**config.mk**
```make
export PLATFORM = sky130hd
export DESIGN_NAME = input_conditioner
export DESIGN_NICKNAME = d
export VERILOG_FILES = /design/src/rtl/input_cond_pkg.sv /design/src/rtl/sync_chain.sv /design/src/rtl/input_conditioner.sv
export SDC_FILE = /design/constraint.sdc
export NUM_CORES = 1
export LEC_CHECK = 0
export CORE_MARGIN = 3
export CORE_UTILIZATION = 51
export DETAILED_ROUTE_END_ITERATION = 8
export PLACE_DENSITY = 0.79
export SLEW_MARGIN = 25
export SYNTH_ARGS = -nofsm -noshare
export SYNTH_HDL_FRONTEND = slang
export SYNTH_SLANG_ARGS = --single-unit
```
**constraint.sdc**
```tcl
create_clock -name clk -period 3.85 [get_ports clk]
set_clock_uncertainty 0.1 [all_clocks]
set_input_delay 1.155 -clock clk [delete_from_list [all_inputs] [get_ports clk]]
set_output_delay 1.155 -clock clk [all_outputs]
set_load 0.02 [all_outputs]
```
**src/rtl/input_cond_pkg.sv**
```systemverilog
// Shared types for the input conditioner: debounce FSM state encoding.
package input_cond_pkg;

    typedef enum logic [1:0] {
        ST_LO     = 2'b00,
        ST_LO_CHK = 2'b01,
        ST_HI     = 2'b10,
        ST_HI_CHK = 2'b11
    } state_e;

    localparam int MIN_SYNC_STAGES     = 2;
    localparam int MIN_DEBOUNCE_CYCLES = 2;

endpackage

```
**src/rtl/sync_chain.sv**
```systemverilog
// N-stage flop synchroniser for an asynchronous level; all stages clear to 0 on reset.
module sync_chain #(
    parameter int N = 2
) (
    input  logic clk,
    input  logic reset,
    input  logic d_i,
    output logic q_o
);

    logic [N-1:0] sync_q;

    generate
        for (genvar gi = 0; gi < N; gi++) begin : g_stage
            if (gi == 0) begin : g_first
                always_ff @(posedge clk) begin
                    if (reset) sync_q[gi] <= 1'b0;
                    else       sync_q[gi] <= d_i;
                end
            end else begin : g_rest
                always_ff @(posedge clk) begin
                    if (reset) sync_q[gi] <= 1'b0;
                    else       sync_q[gi] <= sync_q[gi-1];
                end
            end
        end
    endgenerate

    assign q_o = sync_q[N-1];

endmodule

```
**src/rtl/input_conditioner.sv**
```systemverilog
// Synchronise, debounce and edge-detect one raw input line; count debounced rising edges.
module input_conditioner
    import input_cond_pkg::*;
#(
    parameter int SYNC_STAGES     = 2,
    parameter int DEBOUNCE_CYCLES = 4,
    parameter int CNT_W           = 8
) (
    input  logic             clk,
    input  logic             reset,
    input  logic             async_i,
    input  logic             en_i,
    input  logic             clr_i,
    output logic             level_o,
    output logic             rise_o,
    output logic             fall_o,
    output logic [CNT_W-1:0] evt_cnt_o,
    output logic             busy_o
);

    localparam int              CW       = $clog2(DEBOUNCE_CYCLES);
    localparam logic [CW-1:0]   CNT_LAST = CW'(DEBOUNCE_CYCLES - 1);

    generate
        if (DEBOUNCE_CYCLES < MIN_DEBOUNCE_CYCLES) begin : g_bad_debounce
            $error("input_conditioner: DEBOUNCE_CYCLES must be at least 2");
        end
        if (SYNC_STAGES < MIN_SYNC_STAGES) begin : g_bad_sync
            $error("input_conditioner: SYNC_STAGES must be at least 2");
        end
    endgenerate

    logic sync_s;

    sync_chain #(.N(SYNC_STAGES)) u_sync (
        .clk   (clk),
        .reset (reset),
        .d_i   (async_i),
        .q_o   (sync_s)
    );

    state_e           state_q, state_d;
    logic [CW-1:0]    cnt_q, cnt_d;
    logic             level_q, level_d;
    logic             rise_q, rise_d;
    logic             fall_q, fall_d;
    logic [CNT_W-1:0] evt_q, evt_d;

    // A candidate change must be seen DEBOUNCE_CYCLES times in a row with en_i high.
    always_comb begin
        state_d = state_q;
        cnt_d   = cnt_q;
        level_d = level_q;
        rise_d  = 1'b0;
        fall_d  = 1'b0;
        case (state_q)
            ST_LO: begin
                if (en_i && sync_s) begin
                    state_d = ST_LO_CHK;
                    cnt_d   = CW'(1);
                end
            end
            ST_LO_CHK: begin
                if (!en_i || !sync_s) begin
                    state_d = ST_LO;
                    cnt_d   = '0;
                end else if (cnt_q == CNT_LAST) begin
                    state_d = ST_HI;
                    level_d = 1'b1;
                    rise_d  = 1'b1;
                    cnt_d   = '0;
                end else begin
                    cnt_d = CW'(cnt_q + 1'b1);
                end
            end
            ST_HI: begin
                if (en_i && !sync_s) begin
                    state_d = ST_HI_CHK;
                    cnt_d   = CW'(1);
                end
            end
            ST_HI_CHK: begin
                if (!en_i || sync_s) begin
                    state_d = ST_HI;
                    cnt_d   = '0;
                end else if (cnt_q == CNT_LAST) begin
                    state_d = ST_LO;
                    level_d = 1'b0;
                    fall_d  = 1'b1;
                    cnt_d   = '0;
                end else begin
                    cnt_d = CW'(cnt_q + 1'b1);
                end
            end
            default: begin
                state_d = ST_LO;
                cnt_d   = '0;
            end
        endcase
    end

    // Counter follows the registered pulse; clear has priority over increment.
    always_comb begin
        evt_d = evt_q;
        if (clr_i)                      evt_d = '0;
        else if (rise_q && evt_q != '1) evt_d = evt_q + 1'b1;
    end

    always_ff @(posedge clk) begin
        if (reset) begin
            state_q <= ST_LO;
            cnt_q   <= '0;
            level_q <= 1'b0;
            rise_q  <= 1'b0;
            fall_q  <= 1'b0;
            evt_q   <= '0;
        end else begin
            state_q <= state_d;
            cnt_q   <= cnt_d;
            level_q <= level_d;
            rise_q  <= rise_d;
            fall_q  <= fall_d;
            evt_q   <= evt_d;
        end
    end

    assign level_o   = level_q;
    assign rise_o    = rise_q;
    assign fall_o    = fall_q;
    assign evt_cnt_o = evt_q;
    assign busy_o    = (state_q == ST_LO_CHK) || (state_q == ST_HI_CHK);

endmodule
```
==> impl_metrics.env <==
export IMPL_status="complete, no violations"
export IMPL_setup_viol=0
export IMPL_die_x_um=44.9
export IMPL_critPathMaxStageDelay_ns=0.66
export IMPL_drt_pass1_iterations=4
export IMPL_cp_arrival_ns=1.45
export IMPL_cp_end_kind="output pin"
export IMPL_fin_crit_sh_pct=70.3
export IMPL_synth_edf_count=0
export IMPL_holdWs_ns=0.352
export IMPL_n_antenna_cell=0
export IMPL_yosys_warnings=0
export IMPL_dieArea_mm2=0.00202
export IMPL_synthFlopType="dfxtp_1"
export IMPL_worstSkewPairLatency_ns=0.28
export IMPL_yosys_top_cells_area="dfxtp_1 (44%), a21oi_1 (4.5%), mux2i_1 (3.9%)"
export IMPL_cts_root_buf="clkbuf_4"
export IMPL_hold_violations=0
export IMPL_port_buffers=16
export IMPL_synth_cells_most_frequent="dfxtp_1 (17), a21oi_1 (7), nand2_1 (7)"
export IMPL_cp_cell_sequence="clkdlybuf4s50_1"
export IMPL_core_region_area_mm2=0.00137
export IMPL_max_freq_mhz=370
export IMPL_wire_per_inst_um=12.9
export IMPL_ys_seq_area_share_pct=44.0
export IMPL_critPathMaxFanout=10
export IMPL_grt_antenna_before_repair=0
export IMPL_grt_max_degree=13
export IMPL_grt_pass1_wl_um=2490
export IMPL_place_gp_congestion=0.766
export IMPL_initial_core_util_pct=56.6
export IMPL_slew_headroom_pct=71.9
export IMPL_p_total_w=0.000284
export IMPL_wl_um=1440
export IMPL_ant_nets=0
export IMPL_area_delta_synth_final_pct=23.1
export IMPL_cts_tree="done"
export IMPL_synthCells=81
export IMPL_worstSetupPathType="flop to output pin"
export IMPL_synth_nets=88
export IMPL_grtUsageTotal_pct=16.4
export IMPL_rsz0062_at_grt="no"
export IMPL_num_vias=660
export IMPL_synth_top_area_share_pct=44.0
export IMPL_ys_async_sr_fraction_pct=0
export IMPL_ys_ff_latch=17
export IMPL_grt_ovfl_total=0
export IMPL_htree_num_levels=1
export IMPL_setup_tns_final_ns=0
export IMPL_p_leak_nw=0.331
export IMPL_postSynthAreaPerCell_um2=9.55
export IMPL_cpMaxStageDelayCell="clkdlybuf4s50_1"
export IMPL_dp_hpwl_um=1080
export IMPL_nFillCells=113
export IMPL_tightest_slew_ns=0.420
export IMPL_finalCriticalPeriod_ns=2.71
export IMPL_clk_pin_slew_ns=0.10
export IMPL_grt_pass1_vias=559
export IMPL_startpoint_type="flop"
export IMPL_io_pins=17
export IMPL_yosysTopAreaCell="dfxtp_1"
export IMPL_ctsHoldBuffers=0
export IMPL_powerDensity_mw_per_mm2=299
export IMPL_vias_per_cell=5.89
export IMPL_maxSlewViolCount=0
export IMPL_fp_row_count=13
export IMPL_drive_gt1_share_pct=8.25
export IMPL_placed_area_um2=925
export IMPL_fin_area_um2=952
export IMPL_fin_nets=105
export IMPL_syn_cell_area_um2=773
export IMPL_cts_resized_gates=0
export IMPL_cts_setup_buffers=0
export IMPL_first_iter_violations=11
export IMPL_cp_top_family="buffers and inverters"
export IMPL_cts_sinks=17
export IMPL_ys_types=34
export IMPL_pre_cts_ws_ns=1.10
export IMPL_vdd_drop_max_mv=0.235
export IMPL_die_h_um=44.9
export IMPL_cts_max_path_buffers=2
export IMPL_critPathBufInv=1
export IMPL_synth_most_common_cell="dfxtp_1"
export IMPL_hold_path_class="flop to flop"
export IMPL_drv_cap=0
export IMPL_setup_ws_ns=1.14
export IMPL_cts_made_buffers=3
export IMPL_drc=0
export IMPL_required_ns=2.59
==> state kept, by name (all words and copies together) (netlist names) <==
register	cells
u_sync.q_o	1
evt_cnt_o	8
fall_o	1
rise_o	1
level_o	1
u_sync.sync_q	1
cnt_q	2
state_q	2
==> kinds of logic after synthesis <==
kind of cell,count (synthesis),share of synthesized area [%]
and+or+nand+nor,31,23.6
AOI/OAI and AO/OA,22,20.1
DFF,17,44.0
buffers and inverters,5,4.04
muxes,3,3.88
adders and majority gates,2,3.24
xor gates and xnor gates,1,1.13
==> area by class of cell <==
type | instances | area (um2) | share of cell area (%)
Clock inverter | 1 | 5.00 | 0.526
Clock buffer | 3 | 22.5 | 2.37
Timing Repair Buffer | 16 | 160 | 16.8
Sequential cell | 17 | 340 | 35.7
Multi-Input combinational cell | 59 | 402 | 42.2
Tap cell | 15 | 18.8 | 1.97
Inverter | 1 | 3.75 | 0.394
==> layer usage <==
metal	track usage [%]	vias up	wire length (um)
met5	0	-	0
met4	7.02	0	13
met3	2.39	2	58
met2	22.3	16	616
met1	25.1	308	755
li1	-	334	-
==> worst paths after layout <==
kind,start,depth (start not counted),slack [ns],to
setup / recovery,evt_cnt_o[3],1,1.14,evt_cnt_o[3]
hold reg to reg,u_sync.sync_q[0],1,0.35,u_sync.q_o
setup reg to reg,evt_cnt_o[0],4,2.39,evt_cnt_o[6]
hold / removal,u_sync.sync_q[0],1,0.35,u_sync.q_o
==> power breakdown <==
part / switching, W / internal (W) / total, W
clock network: 0.0000553 / 0.0000385 / 0.0000938
registers: 0.00000127 / 0.000177 / 0.000179
logic: 0.00000595 / 0.00000594 / 0.0000119
==> cells in the final DEF, fill, tap and decap left out, types with 2 or more instances in the layout <==
master           instances
dfxtp_1                 17
clkdlybuf4s50_1         16
nand2_1                  7
a21oi_1                  7
and3_1                   3
mux2i_1                  3
nand4_1                  3
o21ai_0                  3
a211oi_1                 3
clkbuf_4                 3
nor2_1                   2
or3_1                    2
and4_1                   2
nor3_1                   2
nand3_1                  2
a41oi_1                  2
nor2b_1                  2
nor4b_1                  2
ha_1                     2
==> per-stage QoR <==
| stage | util, % | cells |
|---|---|---|
| final | 69.7 | 112 |
| after global routing | 69.7 | 112 |
| after CTS | 69.7 | 112 |
| after detailed placement | 67.7 | 108 |
| after global placement | 67.7 | 108 |
| after floorplan | - | 81 |
No activity file was read; power rests on OpenSTA's default activity.
